## src/rtl/score_sequencer.sv

```systemverilog
// Score sequencer: fetches note entries from a sync ROM, times them in beats, drives the note generator.
// Latency: start -> FETCH next cycle, first note audible 3 cycles after start; every output is registered.
// Backpressure: none; pulse inputs act on the cycle they are sampled (stop > start > pause); SFX overrides music.
module score_sequencer #(
  parameter int BEAT_CYCLES = 12_500_000,
  parameter int GAP_CYCLES  = 1_000_000,
  parameter int ADDR_W      = 8,
  parameter int LOOP        = 0
) (
  input  logic              clk,
  input  logic              rst,
  input  logic              start,
  input  logic              stop,
  input  logic              pause,
  input  logic              vol_up,
  input  logic              vol_down,
  output logic              score_rd,
  output logic [ADDR_W-1:0] score_addr,
  input  logic [31:0]       score_data,
  input  logic              sfx_req,
  input  logic [21:0]       sfx_div,
  input  logic [3:0]        sfx_beats,
  output logic [21:0]       note_div_left,
  output logic [21:0]       note_div_right,
  output logic [2:0]        volume,
  output logic              is_noise,
  output logic              playing,
  output logic              done
);

  localparam int CYC_W = (BEAT_CYCLES > 1) ? $clog2(BEAT_CYCLES) : 1;
  localparam int SFX_W = $clog2(15 * BEAT_CYCLES + 1);
  localparam logic [CYC_W-1:0] CYC_LAST  = CYC_W'(BEAT_CYCLES - 1);
  // Last PLAY cycle of the final beat; the next cycle starts the articulation gap.
  localparam logic [CYC_W-1:0] CYC_GAP   = CYC_W'(BEAT_CYCLES - GAP_CYCLES - 1);
  localparam logic [SFX_W-1:0] SFX_BEAT  = SFX_W'(BEAT_CYCLES);
  localparam logic [21:0]      DIV_QUIET = 22'd1;

  typedef enum logic [2:0] {S_IDLE, S_FETCH, S_LOAD, S_PLAY, S_GAP, S_PAUSED} state_t;

  state_t             state, state_nxt, ret_state, ret_nxt;
  logic [ADDR_W-1:0]  addr, addr_nxt;
  logic [CYC_W-1:0]   cyc, cyc_nxt;
  logic [7:0]         beats_left, beats_nxt;
  logic [21:0]        cur_div, div_nxt;
  logic               cur_noise, noise_nxt;
  logic               done_nxt;
  logic [SFX_W-1:0]   sfx_cnt, sfx_cnt_nxt;
  logic [21:0]        sfx_div_q, sfx_div_nxt;
  logic               last_beat;
  logic               music_on;
  logic [21:0]        out_div;
  logic               out_noise;

  assign last_beat = (beats_left == 8'd1);

  // Next-state, beat timing and address sequencing for the music player.
  always_comb begin
    state_nxt = state;
    ret_nxt   = ret_state;
    addr_nxt  = addr;
    cyc_nxt   = cyc;
    beats_nxt = beats_left;
    div_nxt   = cur_div;
    noise_nxt = cur_noise;
    done_nxt  = 1'b0;
    case (state)
      S_IDLE:  addr_nxt  = '0;
      S_FETCH: state_nxt = S_LOAD;
      S_LOAD: begin
        div_nxt   = score_data[21:0];
        noise_nxt = score_data[30];
        beats_nxt = (score_data[29:22] == 8'd0) ? 8'd1 : score_data[29:22];
        cyc_nxt   = '0;
        if (score_data[31]) begin
          addr_nxt = '0;
          if (LOOP != 0) begin
            state_nxt = S_FETCH;
          end else begin
            state_nxt = S_IDLE;
            done_nxt  = 1'b1;
          end
        end else begin
          state_nxt = S_PLAY;
        end
      end
      S_PLAY, S_GAP: begin
        if (cyc == CYC_LAST) begin
          cyc_nxt   = '0;
          beats_nxt = beats_left - 8'd1;
        end else begin
          cyc_nxt = cyc + 1'b1;
        end
        if (last_beat && cyc == CYC_LAST) begin
          addr_nxt  = addr + 1'b1;
          state_nxt = S_FETCH;
        end else if (state == S_PLAY && last_beat && cyc == CYC_GAP) begin
          state_nxt = S_GAP;
        end
        // The pause cycle itself still counts; resume continues from where timing would have gone.
        if (pause) begin
          ret_nxt   = state_nxt;
          state_nxt = S_PAUSED;
        end
      end
      S_PAUSED: if (pause) state_nxt = ret_state;
      default:  state_nxt = S_IDLE;
    endcase
    if (stop) begin
      state_nxt = S_IDLE;
      addr_nxt  = '0;
      done_nxt  = 1'b0;
    end else if (start) begin
      state_nxt = S_FETCH;
      addr_nxt  = '0;
      done_nxt  = 1'b0;
    end
  end

  // SFX one-shot countdown, independent of the music state and of stop.
  always_comb begin
    sfx_cnt_nxt = sfx_cnt;
    sfx_div_nxt = sfx_div_q;
    if (sfx_req && sfx_beats != 4'd0) begin
      sfx_cnt_nxt = SFX_W'(sfx_beats) * SFX_BEAT;
      sfx_div_nxt = sfx_div;
    end else if (sfx_cnt != '0) begin
      sfx_cnt_nxt = sfx_cnt - 1'b1;
    end
  end

  // Output selection from next-cycle values so every output can be registered.
  always_comb begin
    music_on  = (state_nxt == S_PLAY);
    out_div   = music_on ? div_nxt : DIV_QUIET;
    out_noise = music_on ? noise_nxt : 1'b0;
    if (sfx_cnt_nxt != '0) begin
      out_div   = sfx_div_nxt;
      out_noise = 1'b0;
    end
  end

  // State, counters and registered outputs.
  always_ff @(posedge clk) begin
    if (rst) begin
      state          <= S_IDLE;
      ret_state      <= S_PLAY;
      addr           <= '0;
      cyc            <= '0;
      beats_left     <= 8'd1;
      cur_div        <= DIV_QUIET;
      cur_noise      <= 1'b0;
      sfx_cnt        <= '0;
      sfx_div_q      <= DIV_QUIET;
      score_rd       <= 1'b0;
      score_addr     <= '0;
      note_div_left  <= DIV_QUIET;
      note_div_right <= DIV_QUIET;
      is_noise       <= 1'b0;
      playing        <= 1'b0;
      done           <= 1'b0;
    end else begin
      state          <= state_nxt;
      ret_state      <= ret_nxt;
      addr           <= addr_nxt;
      cyc            <= cyc_nxt;
      beats_left     <= beats_nxt;
      cur_div        <= div_nxt;
      cur_noise      <= noise_nxt;
      sfx_cnt        <= sfx_cnt_nxt;
      sfx_div_q      <= sfx_div_nxt;
      score_rd       <= (state_nxt == S_FETCH);
      score_addr     <= addr_nxt;
      note_div_left  <= out_div;
      note_div_right <= out_div;
      is_noise       <= out_noise;
      playing        <= (state_nxt != S_IDLE);
      done           <= done_nxt;
    end
  end

  // Saturating volume, 1..5; simultaneous up and down cancel.
  always_ff @(posedge clk) begin
    if (rst) begin
      volume <= 3'd3;
    end else if (vol_up && !vol_down && volume != 3'd5) begin
      volume <= volume + 3'd1;
    end else if (vol_down && !vol_up && volume != 3'd1) begin
      volume <= volume - 3'd1;
    end
  end

endmodule

```

## config.mk

```make
export PLATFORM = sky130hd
export DESIGN_NAME = score_sequencer
export DESIGN_NICKNAME = d
export VERILOG_FILES = /design/src/rtl/score_sequencer.sv
export SDC_FILE = /design/constraint.sdc
export NUM_CORES = 1
export LEC_CHECK = 0
export ABC_AREA = 0
export ABC_CLOCK_PERIOD_IN_PS = 12900
export CAP_MARGIN = 20
export CORE_MARGIN = 4
export CORE_UTILIZATION = 45
export DETAILED_ROUTE_END_ITERATION = 7
export GPL_TIMING_DRIVEN = 1
export PLACE_DENSITY = 0.8
export SYNTH_ARGS = -nofsm -noshare
export SYNTH_HDL_FRONTEND = slang
export SYNTH_SLANG_ARGS = --single-unit
```

## constraint.sdc

```tcl
create_clock -name clk -period 12.9 [get_ports clk]
set_input_delay 3.87 -clock clk [delete_from_list [all_inputs] [get_ports clk]]
set_output_delay 3.87 -clock clk [all_outputs]
set_load 0.005 [all_outputs]
```

==> flow_summary.json <==
{
  "status": "finished, final reports clean",
  "clkSinkCount": 148,
  "crit_path_frequent_cell": "fa_1",
  "crit_arrival_ns": 8.94,
  "synthTopCellsByCount": "nand2_1, dfxtp_1, a21oi_1, nor2_1, clkbuf_1",
  "wl_met3_um": 1580,
  "hpwl_um": 15500,
  "via_per_inst": 5.67,
  "syn_area_um2": 8280,
  "critical_path_buf_inv_count": 2,
  "design_area_um2": 10100,
  "required_ns": 13.21,
  "routed.top_layer": "met4",
  "finalCritPeriodShare_pct": 66.9,
  "clk_path_buf_depth": 2,
  "cts.repair.resized": 0,
  "first_pass_iters": 5,
  "fp.dieH_um": 144,
  "stdcell_count": 1343,
  "clk_latency_ns": 0.43,
  "synthCells": 1020,
  "dr_total_vias": 7617,
  "regArea_um2": 2960,
  "post_drt_wl_per_cell_um": 16.5,
  "min_period_ns": 8.63,
  "initial_utilization_pct": 45.9,
  "synth_most_common_cell": "nand2_1",
  "cts-root-buf": "clkbuf_16",
  "yosysUniqueCellTypes": 75,
  "critical_path.top_delay_family": "adder cells",
  "wl_met1_um": 10100,
  "rr_endpoint": "note_div_right[10]",
  "skew_ns": 0.00959,
  "max_stage_delay_ns": 0.83,
  "cts_buffers": 17,
  "crit_path_start_kind": "input pin",
  "async_flop_share_pct": 0,
  "ant_nets": 0,
  "worstHoldEndpoint": "cur_div[15]",
  "worst_setup_path_end_kind": "register",
  "path_max_fanout": 9,
  "fill_cells": 1635,
  "hold_viol_final": 0,
  "gp_congestion": 0.942,
  "ys_seq_area_share_pct": 35.8,
  "areaGrowthSynthToFinish_pct": 21.7,
  "wirelength_um": 22100,
  "die_w_um": 144,
  "ios": 125,
  "final_nets": 1209,
  "avgSynthCellArea_um2": 8.12,
  "dr_wl_met2_um": 10100,
  "cts_setup_buffers": 0,
  "dp_slack_ns": 3.90,
  "antenna_cells": 0,
  "ys_warn_count": 0,
  "synth_edf_count": 0,
  "setup_ws_ns": 4.27,
  "hold_buffers": 0,
  "die_area_um2": 20600,
  "drt_iter0_markers": 531,
  "h-tree-depth": 4,
  "fin_hold_ws_ns": 0.457,
  "r2r-start": "sfx_cnt[6]",
  "cp_num_cells": 14,
  "crit_type": "input pin to register",
  "drc": 0,
  "core_area_um2": 18000,
  "cp_cell_sequence": "clkdlybuf4s50_1 -> fa_1 -> inv_1 -> fa_1 -> fa_1 -> nor2b_1 -> o31a_1 -> o21ba_2 -> nor2_1 -> xnor2_1 -> o32ai_1 -> nand4_1 -> nor4_4 -> mux2_2",
  "synthFlopType": "dfxtp_1",
  "synth-seq-cells": 148,
  "port_buffers": 124,
  "placed_area_um2": 9500,
  "min-delay-path-class": "register to register",
  "holdCritStartpoint": "cur_div[15]",
  "drv_slew": 0,
  "max_slew.worst_pin.slew_ns": 0.959,
  "grt_pass1_vias": 7275,
  "clk_pin_slew_worst_paths_ns": 0.07,
  "relSlewSlack_pct": 35.9,
  "p_leak_uw": 0.00386,
  "yosysTopAreaCell": "dfxtp_1",
  "drv_cap": 0,
  "drive_gt1_share_pct": 7.54,
  "rows": 49,
  "antenna_found_initial": 0,
  "max_freq_ghz": 0.116,
  "cts_tree": "done",
  "worst_hold_path.num_cells": 2,
  "setup_viol": 0,
  "irDropWorstVdd_mv": 0.101,
  "grt_pass1_wl_um": 36400,
  "cp_slowest_cell": "nor4_4",
  "place_inst": 1311,
  "multi_input_area_um2": 4830,
  "synthTopCellsByArea": "dfxtp_1, nand2_1, a21oi_1",
  "synth_nets": 1128,
  "tns_ns": 0,
  "grt_overflow_total": 0,
  "track_usage_pct": 21.5,
  "yosys.area.top_type_share_pct": 35.8,
  "rsz0062_at_grt": "false",
  "rr_worst_depth": 9,
  "grt_max_degree": 60,
  "power.density_nw_per_um2": 127,
  "timing.reg2reg.setup_slack_ns": 8.88
}
cell families (layout without fill, tap and decap cells):
kind of cell,Yosys count,in the layout,synth area share (%)
simple gates,451,451,27.0
compound gates,212,212,16.1
flops,148,148,35.8
buf+inv,101,195,5.91
fa+ha+maj,42,42,7.07
xor+xnor,41,41,4.34
mux,25,25,3.75
where the power goes:
part | internal (µW) | switching (µW) | total [µW]
clock network | 259 | 224 | 483
registers | 481 | 22.7 | 504
logic | 130 | 163 | 293
total | 870 | 410 | 1280
final cells by class:
cell class / instances / share of cell area [%]
clock inverters: 15 / 1.51
repair buffers: 133 / 13.0
clock buffers: 17 / 4.22
multi-input cells: 771 / 47.9
well taps: 229 / 2.84
flip-flops and latches: 148 / 29.4
inverters: 30 / 1.12
worst min-delay path, delay by kind of cell (launching register included):
kind / cells / cell delay, ns
AO/OA/AOI/OAI: 1 / 0.06
flip-flops: 1 / 0.30
AND/OR/NAND/NOR: 1 / 0.05
registers in the layout, summed over array words and instances, names as in the netlist, 8 cells and up:
signal	flops
sfx_cnt	28
cyc	24
cur_div	22
note_div_right	22
sfx_div_q	22
addr	8
beats_left	8
layer usage:
layer	GRT usage [%]	up-vias
met5	0	-
met4	6.00	0
met3	3.59	27
met2	34.8	293
met1	29.7	3552
li1	-	3745
worst max-delay path by stage:
stage	start	end	slack [ns]
after floorplan	sfx_beats[1]	note_div_right[16]	5.02
after global placement	sfx_beats[2]	note_div_right[8]	4.05
after detailed placement	sfx_beats[2]	note_div_right[10]	3.90
after CTS	sfx_beats[2]	note_div_right[10]	4.35
after global routing	sfx_beats[2]	note_div_right[10]	3.97
final	sfx_beats[2]	note_div_right[10]	4.27
cells in the final DEF (no fill, tap or decap), types with 17 or more instances in the layout:
master,synthesis,routed
xnor2_1,21,21
nor4_1,19,19
clkdlybuf4s50_1,0,123
clkbuf_16,0,17
and3_1,31,31
dfxtp_1,148,148
xor2_1,20,20
ha_1,34,34
nor3_1,33,33
inv_1,30,30
a21oi_1,97,97
nor2_1,96,96
nand3_1,30,30
o21ai_0,34,34
nand2_1,154,153
through the flow:
stage | util (%) | total power (µW)
after CTS | 55.9 | 1280
after floorplan | - | 706
final | 55.9 | 1280
after detailed placement | 52.7 | 800
after global routing | 55.9 | 1340
after global placement | 52.7 | 796
Power figures use the tool's default switching activity.
